**config.mk**
```make
export PLATFORM = sky130hd
export DESIGN_NAME = muldiv_seq
export DESIGN_NICKNAME = d
export VERILOG_FILES = /design/src/rtl/muldiv_pkg.sv /design/src/rtl/muldiv_step.sv /design/src/rtl/muldiv_seq.sv
export SDC_FILE = /design/constraint.sdc
export NUM_CORES = 1
export LEC_CHECK = 0
export BUFFER_PORTS_ARGS = -buffer_cell sky130_fd_sc_hd__clkbuf_2
export CELL_PAD_IN_SITES_DETAIL_PLACEMENT = 0
export CELL_PAD_IN_SITES_GLOBAL_PLACEMENT = 1
export CORE_MARGIN = 2
export CORE_UTILIZATION = 49
export DETAILED_ROUTE_END_ITERATION = 10
export HOLD_SLACK_MARGIN = 0.02
export PLACE_DENSITY = 0.84
export SLEW_MARGIN = 20
export SYNTH_ARGS = -nofsm -noshare
export SYNTH_HDL_FRONTEND = slang
export SYNTH_SLANG_ARGS = --single-unit
```
**constraint.sdc**
```tcl
create_clock -name clk -period 10.3 [get_ports clk]
set_input_delay 1.03 -clock clk [delete_from_list [all_inputs] [get_ports clk]]
set_output_delay 1.03 -clock clk [all_outputs]
set_load 0.02 [all_outputs]
```
**src/rtl/muldiv_pkg.sv**
```systemverilog
// Shared definitions for the sequential multiply/divide unit.
// Holds the default datapath and iteration widths, the funct3 operation
// encoding, the FSM state encoding and small operation-decode helpers.
package muldiv_pkg;

  localparam int unsigned XLEN = 32;
  localparam int unsigned ITER = 32;

  typedef enum logic [2:0] {
    OP_MUL    = 3'b000,
    OP_MULH   = 3'b001,
    OP_MULHSU = 3'b010,
    OP_MULHU  = 3'b011,
    OP_DIV    = 3'b100,
    OP_DIVU   = 3'b101,
    OP_REM    = 3'b110,
    OP_REMU   = 3'b111
  } op_e;

  typedef enum logic [1:0] {
    S_IDLE = 2'd0,
    S_BUSY = 2'd1,
    S_DONE = 2'd2
  } state_e;

  // Divide/remainder family
  function automatic logic op_is_div(input op_e op);
    return (op == OP_DIV) || (op == OP_DIVU) || (op == OP_REM) || (op == OP_REMU);
  endfunction

  // Remainder returns the partial remainder rather than the quotient
  function automatic logic op_is_rem(input op_e op);
    return (op == OP_REM) || (op == OP_REMU);
  endfunction

  // rs1 treated as two's complement
  function automatic logic op_sign_a(input op_e op);
    return (op == OP_MULH) || (op == OP_MULHSU) || (op == OP_DIV) || (op == OP_REM);
  endfunction

  // rs2 treated as two's complement
  function automatic logic op_sign_b(input op_e op);
    return (op == OP_MULH) || (op == OP_DIV) || (op == OP_REM);
  endfunction

endpackage

```
**src/rtl/muldiv_step.sv**
```systemverilog
// One iteration of the sequential multiply/divide datapath.
// The 2*XLEN accumulator is split into {i_hi, i_lo}.
//   multiply: radix-2 shift-add, i_lo holds the remaining multiplier bits,
//             i_opnd is the multiplicand; the accumulator shifts right.
//   divide:   restoring shift-subtract, i_hi is the partial remainder,
//             i_lo the dividend/quotient, i_opnd the divisor.
// Ports:
//   i_is_div      select divide step (1) or multiply step (0)
//   i_hi, i_lo    current accumulator halves
//   i_opnd        multiplicand or divisor magnitude
//   o_hi, o_lo    next accumulator halves
//   o_qbit        quotient bit produced by this divide step
import muldiv_pkg::*;

module muldiv_step #(
  parameter int unsigned XLEN = 32
) (
  input  logic            i_is_div,
  input  logic [XLEN-1:0] i_hi,
  input  logic [XLEN-1:0] i_lo,
  input  logic [XLEN-1:0] i_opnd,
  output logic [XLEN-1:0] o_hi,
  output logic [XLEN-1:0] o_lo,
  output logic            o_qbit
);

  logic [XLEN:0] w_sum;
  logic [XLEN:0] w_shift;
  logic [XLEN:0] w_diff;

  always_comb begin
    w_sum   = {1'b0, i_hi} + (i_lo[0] ? {1'b0, i_opnd} : '0);
    w_shift = {i_hi, i_lo[XLEN-1]};
    w_diff  = w_shift - {1'b0, i_opnd};
    // Borrow out of the trial subtraction means the divisor did not fit
    o_qbit  = ~w_diff[XLEN];
    if (i_is_div) begin
      o_hi = o_qbit ? w_diff[XLEN-1:0] : w_shift[XLEN-1:0];
      o_lo = {i_lo[XLEN-2:0], o_qbit};
    end else begin
      o_hi = w_sum[XLEN:1];
      o_lo = {w_sum[0], i_lo[XLEN-1:1]};
    end
  end

endmodule

```
**src/rtl/muldiv_seq.sv**
```systemverilog
// Sequential RV32M multiply/divide unit for the Execute stage.
// Iterates on operand magnitudes for ITER cycles (ITER must equal XLEN for
// the radix-2 datapath) and applies sign correction on entry to DONE.
// Divide-by-zero and signed overflow take a one-cycle fast path.
// Ports:
//   clk, reset    clock, synchronous active-high reset
//   StartE        M-extension op valid in Execute
//   funct3E       operation select
//   SrcAE, SrcBE  rs1 / rs2 operands
//   FlushE        squash of the Execute instruction
//   StallMD       combinational stall request for Fetch/Decode/Execute
//   DoneE         result valid this cycle
//   ResultE       registered result
//   BusyE         unit is not idle
import muldiv_pkg::*;

module muldiv_seq #(
  parameter int unsigned XLEN = muldiv_pkg::XLEN,
  parameter int unsigned ITER = muldiv_pkg::ITER
) (
  input  logic            clk,
  input  logic            reset,
  input  logic            StartE,
  input  logic [2:0]      funct3E,
  input  logic [XLEN-1:0] SrcAE,
  input  logic [XLEN-1:0] SrcBE,
  input  logic            FlushE,
  output logic            StallMD,
  output logic            DoneE,
  output logic [XLEN-1:0] ResultE,
  output logic            BusyE
);

  localparam int unsigned CNT_W = (ITER > 1) ? $clog2(ITER) : 1;
  localparam int unsigned PW    = 2 * XLEN;
  localparam logic [XLEN-1:0] MIN_NEG = {1'b1, {(XLEN-1){1'b0}}};

  state_e            r_state,  w_state_nxt;
  logic [CNT_W-1:0]  r_cnt,    w_cnt_nxt;
  op_e               r_op,     w_op_nxt;
  logic              r_neg_q,  w_neg_q_nxt;
  logic              r_neg_r,  w_neg_r_nxt;
  logic [XLEN-1:0]   r_hi,     w_hi_nxt;
  logic [XLEN-1:0]   r_lo,     w_lo_nxt;
  logic [XLEN-1:0]   r_opnd,   w_opnd_nxt;
  logic [XLEN-1:0]   r_result, w_result_nxt;
  logic              r_done,   w_done_nxt;
  logic              r_busy;
  logic              w_stall_c;

  // Decode of the incoming instruction
  op_e             w_op_in;
  logic            w_div_in;
  logic            w_rem_in;
  logic            w_sa_in;
  logic            w_neg_a;
  logic            w_neg_b;
  logic [XLEN-1:0] w_abs_a;
  logic [XLEN-1:0] w_abs_b;

  always_comb begin
    w_op_in  = op_e'(funct3E);
    w_div_in = op_is_div(w_op_in);
    w_rem_in = op_is_rem(w_op_in);
    w_sa_in  = op_sign_a(w_op_in);
    w_neg_a  = w_sa_in & SrcAE[XLEN-1];
    w_neg_b  = op_sign_b(w_op_in) & SrcBE[XLEN-1];
    w_abs_a  = w_neg_a ? (~SrcAE + XLEN'(1)) : SrcAE;
    w_abs_b  = w_neg_b ? (~SrcBE + XLEN'(1)) : SrcBE;
  end

  // Single iteration of the shared datapath
  logic [XLEN-1:0] w_step_hi;
  logic [XLEN-1:0] w_step_lo;
  logic            w_step_qbit;

  muldiv_step #(.XLEN(XLEN)) u_step (
    .i_is_div (op_is_div(r_op)),
    .i_hi     (r_hi),
    .i_lo     (r_lo),
    .i_opnd   (r_opnd),
    .o_hi     (w_step_hi),
    .o_lo     (w_step_lo),
    .o_qbit   (w_step_qbit)
  );

  // Sign-corrected results computed from the final iteration's outputs
  logic [PW-1:0]   w_prod;
  logic [PW-1:0]   w_prod_c;
  logic [XLEN-1:0] w_quo_c;
  logic [XLEN-1:0] w_rem_c;

  always_comb begin
    w_prod   = {w_step_hi, w_step_lo};
    w_prod_c = r_neg_q ? (~w_prod + PW'(1)) : w_prod;
    w_quo_c  = r_neg_q ? (~w_step_lo + XLEN'(1)) : w_step_lo;
    w_rem_c  = r_neg_r ? (~w_step_hi + XLEN'(1)) : w_step_hi;
  end

  // Next-state and datapath control
  always_comb begin
    w_state_nxt  = r_state;
    w_cnt_nxt    = r_cnt;
    w_op_nxt     = r_op;
    w_neg_q_nxt  = r_neg_q;
    w_neg_r_nxt  = r_neg_r;
    w_hi_nxt     = r_hi;
    w_lo_nxt     = r_lo;
    w_opnd_nxt   = r_opnd;
    w_result_nxt = r_result;
    w_done_nxt   = 1'b0;
    w_stall_c    = 1'b0;

    unique case (r_state)
      S_IDLE: begin
        w_stall_c = StartE & ~FlushE;
        if (StartE && !FlushE) begin
          w_op_nxt    = w_op_in;
          w_cnt_nxt   = '0;
          w_hi_nxt    = '0;
          w_lo_nxt    = w_abs_a;
          w_opnd_nxt  = w_abs_b;
          w_neg_q_nxt = w_neg_a ^ w_neg_b;
          w_neg_r_nxt = w_neg_a;
          if (w_div_in && (SrcBE == '0)) begin
            w_state_nxt  = S_DONE;
            w_done_nxt   = 1'b1;
            w_result_nxt = w_rem_in ? SrcAE : '1;
          end else if (w_div_in && w_sa_in && (SrcAE == MIN_NEG) && (SrcBE == '1)) begin
            w_state_nxt  = S_DONE;
            w_done_nxt   = 1'b1;
            w_result_nxt = w_rem_in ? '0 : MIN_NEG;
          end else begin
            w_state_nxt = S_BUSY;
          end
        end
      end

      S_BUSY: begin
        w_stall_c = 1'b1;
        if (FlushE) begin
          w_state_nxt = S_IDLE;
        end else begin
          w_hi_nxt  = w_step_hi;
          w_lo_nxt  = w_step_lo;
          w_cnt_nxt = r_cnt + CNT_W'(1);
          if (r_cnt == CNT_W'(ITER - 1)) begin
            w_state_nxt = S_DONE;
            w_done_nxt  = 1'b1;
            unique case (r_op)
              OP_MUL:                        w_result_nxt = w_prod_c[XLEN-1:0];
              OP_MULH, OP_MULHSU, OP_MULHU:  w_result_nxt = w_prod_c[PW-1:XLEN];
              OP_DIV, OP_DIVU:               w_result_nxt = w_quo_c;
              OP_REM, OP_REMU:               w_result_nxt = w_rem_c;
              default:                       w_result_nxt = r_result;
            endcase
          end
        end
      end

      // Same instruction is still in Execute: StartE and FlushE are ignored
      S_DONE: begin
        w_state_nxt = S_IDLE;
      end

      default: begin
        w_state_nxt = S_IDLE;
      end
    endcase

    if (reset) begin
      w_stall_c = 1'b0;
    end
  end

  // State and datapath registers
  always_ff @(posedge clk) begin
    if (reset) begin
      r_state  <= S_IDLE;
      r_cnt    <= '0;
      r_op     <= OP_MUL;
      r_neg_q  <= 1'b0;
      r_neg_r  <= 1'b0;
      r_hi     <= '0;
      r_lo     <= '0;
      r_opnd   <= '0;
      r_result <= '0;
      r_done   <= 1'b0;
      r_busy   <= 1'b0;
    end else begin
      r_state  <= w_state_nxt;
      r_cnt    <= w_cnt_nxt;
      r_op     <= w_op_nxt;
      r_neg_q  <= w_neg_q_nxt;
      r_neg_r  <= w_neg_r_nxt;
      r_hi     <= w_hi_nxt;
      r_lo     <= w_lo_nxt;
      r_opnd   <= w_opnd_nxt;
      r_result <= w_result_nxt;
      r_done   <= w_done_nxt;
      r_busy   <= (w_state_nxt != S_IDLE);
    end
  end

  assign StallMD = w_stall_c;
  assign DoneE   = r_done;
  assign ResultE = r_result;
  assign BusyE   = r_busy;

endmodule
```
==> results.sh <==
export IMPL_status="finished clean"
export IMPL_dp_hpwl_mm=51.6
export IMPL_die_h_um=184
export IMPL_slowest_stage="a21oi_4"
export IMPL_startpoint_type="register"
export IMPL_gp_congestion=1.04
export IMPL_post_route_period_util_pct=65.6
export IMPL_rrSetupSlack_ns=3.54
export IMPL_grtUsageTotal_pct=39.0
export IMPL_layout_cells_non_filler=2693
export IMPL_ir_drop_mv=0.126
export IMPL_synth_top_area_share_pct=17.9
export IMPL_die_area_mm2=0.0338
export IMPL_finClkSkew_ns=0.0223
export IMPL_synth_area_leaders="dfxtp_1, nor2_1, a21oi_1"
export IMPL_io_pins=106
export IMPL_holdPathStages=2
export IMPL_drtIter0Drc=2362
export IMPL_grt_antenna_before_repair=2
export IMPL_synth_area_mm2=0.0159
export IMPL_htreeDepth=4
export IMPL_rsz0062_at_grt="no"
export IMPL_fp_row_count=65
export IMPL_crit_family="simple AND/OR/NAND/NOR gates"
export IMPL_ff2ff_path_depth=20
export IMPL_synth_top_family_by_area="compound AO/OA/AOI/OAI gates"
export IMPL_final_cell_mix="nor2_1, a21oi_1, nand2_1"
export IMPL_final_cell_area_mm2=0.0172
export IMPL_yosys_mux_area_fraction_pct=3.05
export IMPL_cts_resized=0
export IMPL_seq_area_frac_synth_pct=17.9
export IMPL_hold_class="register to register"
export IMPL_vias_per_cell=6.80
export IMPL_path_cells="inv_1 > ha_1 > nand4_2 > nor4_4 > a22oi_1 > and2_1 > a21oi_4 > nor2_1 > nor2_1 > ha_1 > nand2_1 > or4_1 > or4b_1 > or2_1 > a311oi_1 > nor3b_1 > o221ai_1 > xor2_1 > a21oi_1 > nor3_1"
export IMPL_synth_edf_count=0
export IMPL_synth_ff_type="dfxtp_1"
export IMPL_placed_cell_area_mm2=0.0166
export IMPL_dpl_worst_slack_ns=3.75
export IMPL_cp_end_kind="register"
export IMPL_reg2reg_from="r_opnd[28]$_SDFFE_PP0P_"
export IMPL_slew_headroom_pct=19.3
export IMPL_cts_buffer_depth=2
export IMPL_worstSkewPairLatency_ns=0.45
export IMPL_tns_ns=0
export IMPL_yosysWarnings=0
export IMPL_yosys_area_share_simple_pct=26.3
export IMPL_critical_path_peak_fanout=24
export IMPL_cts_buffers=17
export IMPL_yosysTopAreaCell="dfxtp_1"
export IMPL_finalHoldViolCount=0
export IMPL_crit_path_max_incr_delay_ns=0.66
export IMPL_nets=2421
export IMPL_grt_pass1_wl_mm=100
export IMPL_drc=0
export IMPL_synthesis_nets=2410
export IMPL_rr_endpoint="ResultE[20]$_SDFFE_PP0P_"
export IMPL_avgSynthCellArea_um2=7.00
export IMPL_cts_tree="built"
export IMPL_ant_nets=0
export IMPL_cts_num_sinks=142
export IMPL_ys_seq_elements=142
export IMPL_postLayoutSetupSlackWorst_ns=3.54
export IMPL_hold_slack_ns=0.476
export IMPL_setup_worst_path_class="register to register"
export IMPL_final_common_cell="nor2_1"
export IMPL_grt_max_degree=98
export IMPL_die_width_um=184
export IMPL_core_mm2=0.0317
export IMPL_wire_per_inst_um=25.0
export IMPL_final_util_pct=54.1
export IMPL_post_route_min_period_ns=6.76
export IMPL_drive_above_1_share_pct=10.9
export IMPL_power_leakage_nw=6.55
export IMPL_synth_compound_area_share_pct=32.5
export IMPL_cts_root_buffer="clkbuf_16"
export IMPL_syn_to_final_growth_pct=8.21
export IMPL_crit_required_ns=10.60
export IMPL_drv_slew=0
export IMPL_ys_types=100
export IMPL_min_from="r_opnd[25]$_SDFFE_PP0P_"
export IMPL_dpl_cell_count=2660
export IMPL_worstMarginPinSlew_ns=1.18
export IMPL_async_flop_share_pct=0
export IMPL_first_pass_iters=6
export IMPL_cap_violations=0
export IMPL_hold_end="r_opnd[25]$_SDFFE_PP0P_"
export IMPL_path_clk_slew_ns=0.07
export IMPL_num_vias=18300
export IMPL_n_fill_cell=3214
export IMPL_report_power_total_mw=1.91
export IMPL_critPathBufInv=1
export IMPL_port_buffers=105
export IMPL_grt_overflow=0
export IMPL_power_density_mw_per_mm2=111
export IMPL_max_freq_ghz=0.148
export IMPL_final_setup_viol_count=0
export IMPL_routed_wl_mm=67.3
export IMPL_synthAdderAreaFrac_pct=5.85
export IMPL_hold_buffers=0
export IMPL_arrival_ns=7.05
export IMPL_grt_pass1_vias=16300
export IMPL_post_cts_buffers=0
export IMPL_synth_xor_area_share_pct=8.84
export IMPL_start_util_pct=50.0
export IMPL_postSynthCellCount=2266
-- logic make-up after synthesis --
logic type	after synthesis
AND/OR/NAND/NOR	856
AO/OA/AOI/OAI	773
buffers and inverters	216
XOR/XNOR	160
flip-flops	142
adder cells (fa/ha/maj)	73
multiplexers	46
-- cell type report --
type | instances | area, µm² | area share, %
repair buffers | 135 | 757 | 4.41
well taps | 402 | 503 | 2.93
clock buffers | 20 | 457 | 2.66
clock inverters | 12 | 134 | 0.780
inverters | 73 | 274 | 1.60
diodes | 1 | 2.50 | 0.0146
flip-flops and latches | 142 | 2850 | 16.6
multi-input cells | 1908 | 12200 | 71.0
-- how the worst max path moves through the flow --
| stage | cells past startpoint | start | slack (ns) | endpoint |
|---|---|---|---|---|
| 3_3_place_gp | 20 | r_opnd[28]$_SDFFE_PP0P_ | 4.03 | ResultE[20]$_SDFFE_PP0P_ |
| 4_1_cts | 20 | r_opnd[28]$_SDFFE_PP0P_ | 3.72 | ResultE[20]$_SDFFE_PP0P_ |
| 6_report | 20 | r_opnd[28]$_SDFFE_PP0P_ | 3.54 | ResultE[20]$_SDFFE_PP0P_ |
| 3_5_place_dp | 20 | r_opnd[28]$_SDFFE_PP0P_ | 3.75 | ResultE[20]$_SDFFE_PP0P_ |
| 2_1_floorplan | 23 | r_lo[31]$_SDFFE_PP0P_ | 5.05 | ResultE[14]$_SDFFE_PP0P_ |
| 5_1_grt | 20 | r_opnd[28]$_SDFFE_PP0P_ | 3.18 | ResultE[20]$_SDFFE_PP0P_ |
-- routing by layer --
layer	wire length, µm	vias to the layer above	global-route usage (%)
li1	-	8411	-
met1	30200	8754	56.7
met2	27500	1034	56.0
met3	8120	115	11.2
met4	1480	4	9.73
met5	33	-	0
-- state kept, by name, summed over array words and instances, names as in the netlist --
name	flops
DoneE	1
ResultE	32
r_opnd	32
r_hi	32
r_neg_q	1
r_lo	32
r_cnt	5
r_op	3
r_neg_r	1
BusyE	1
r_state	2
-- report_power, final --
part	leakage, nW	total, mW	switching [mW]	internal [mW]
registers	1.16	0.596	0.0262	0.570
logic	5.11	0.651	0.440	0.211
clock network	0.288	0.659	0.286	0.372
total	6.55	1.91	0.752	1.15
-- worst register-to-register path: stages, from the launching register on --
cell	delay, ns
dfxtp_1	0.35
inv_1	0.05
ha_1	0.42
nand4_2	0.22
nor4_4	0.39
a22oi_1	0.17
and2_1	0.32
a21oi_4	0.67
nor2_1	0.38
nor2_1	0.33
ha_1	0.23
nand2_1	0.09
or4_1	0.58
or4b_1	0.57
or2_1	0.30
a311oi_1	0.54
nor3b_1	0.38
o221ai_1	0.19
xor2_1	0.17
a21oi_1	0.18
nor3_1	0.06
-- synthesized netlist by cell type, drive strengths merged (20+ instances only) --
cell type,instances
a211oi,92
a21oi,212
a22oi,31
a311oi,20
a31oi,27
and2,47
buf,41
clkbuf,102
dfxtp,142
ha,71
inv,72
mux2i,28
nand2,186
nand3,55
nand4,36
nor2,305
nor3,65
nor4,28
o211ai,43
o21ai,156
o31ai,27
or3,41
xnor2,75
xor2,85
No activity file was read; power rests on OpenSTA's default activity.
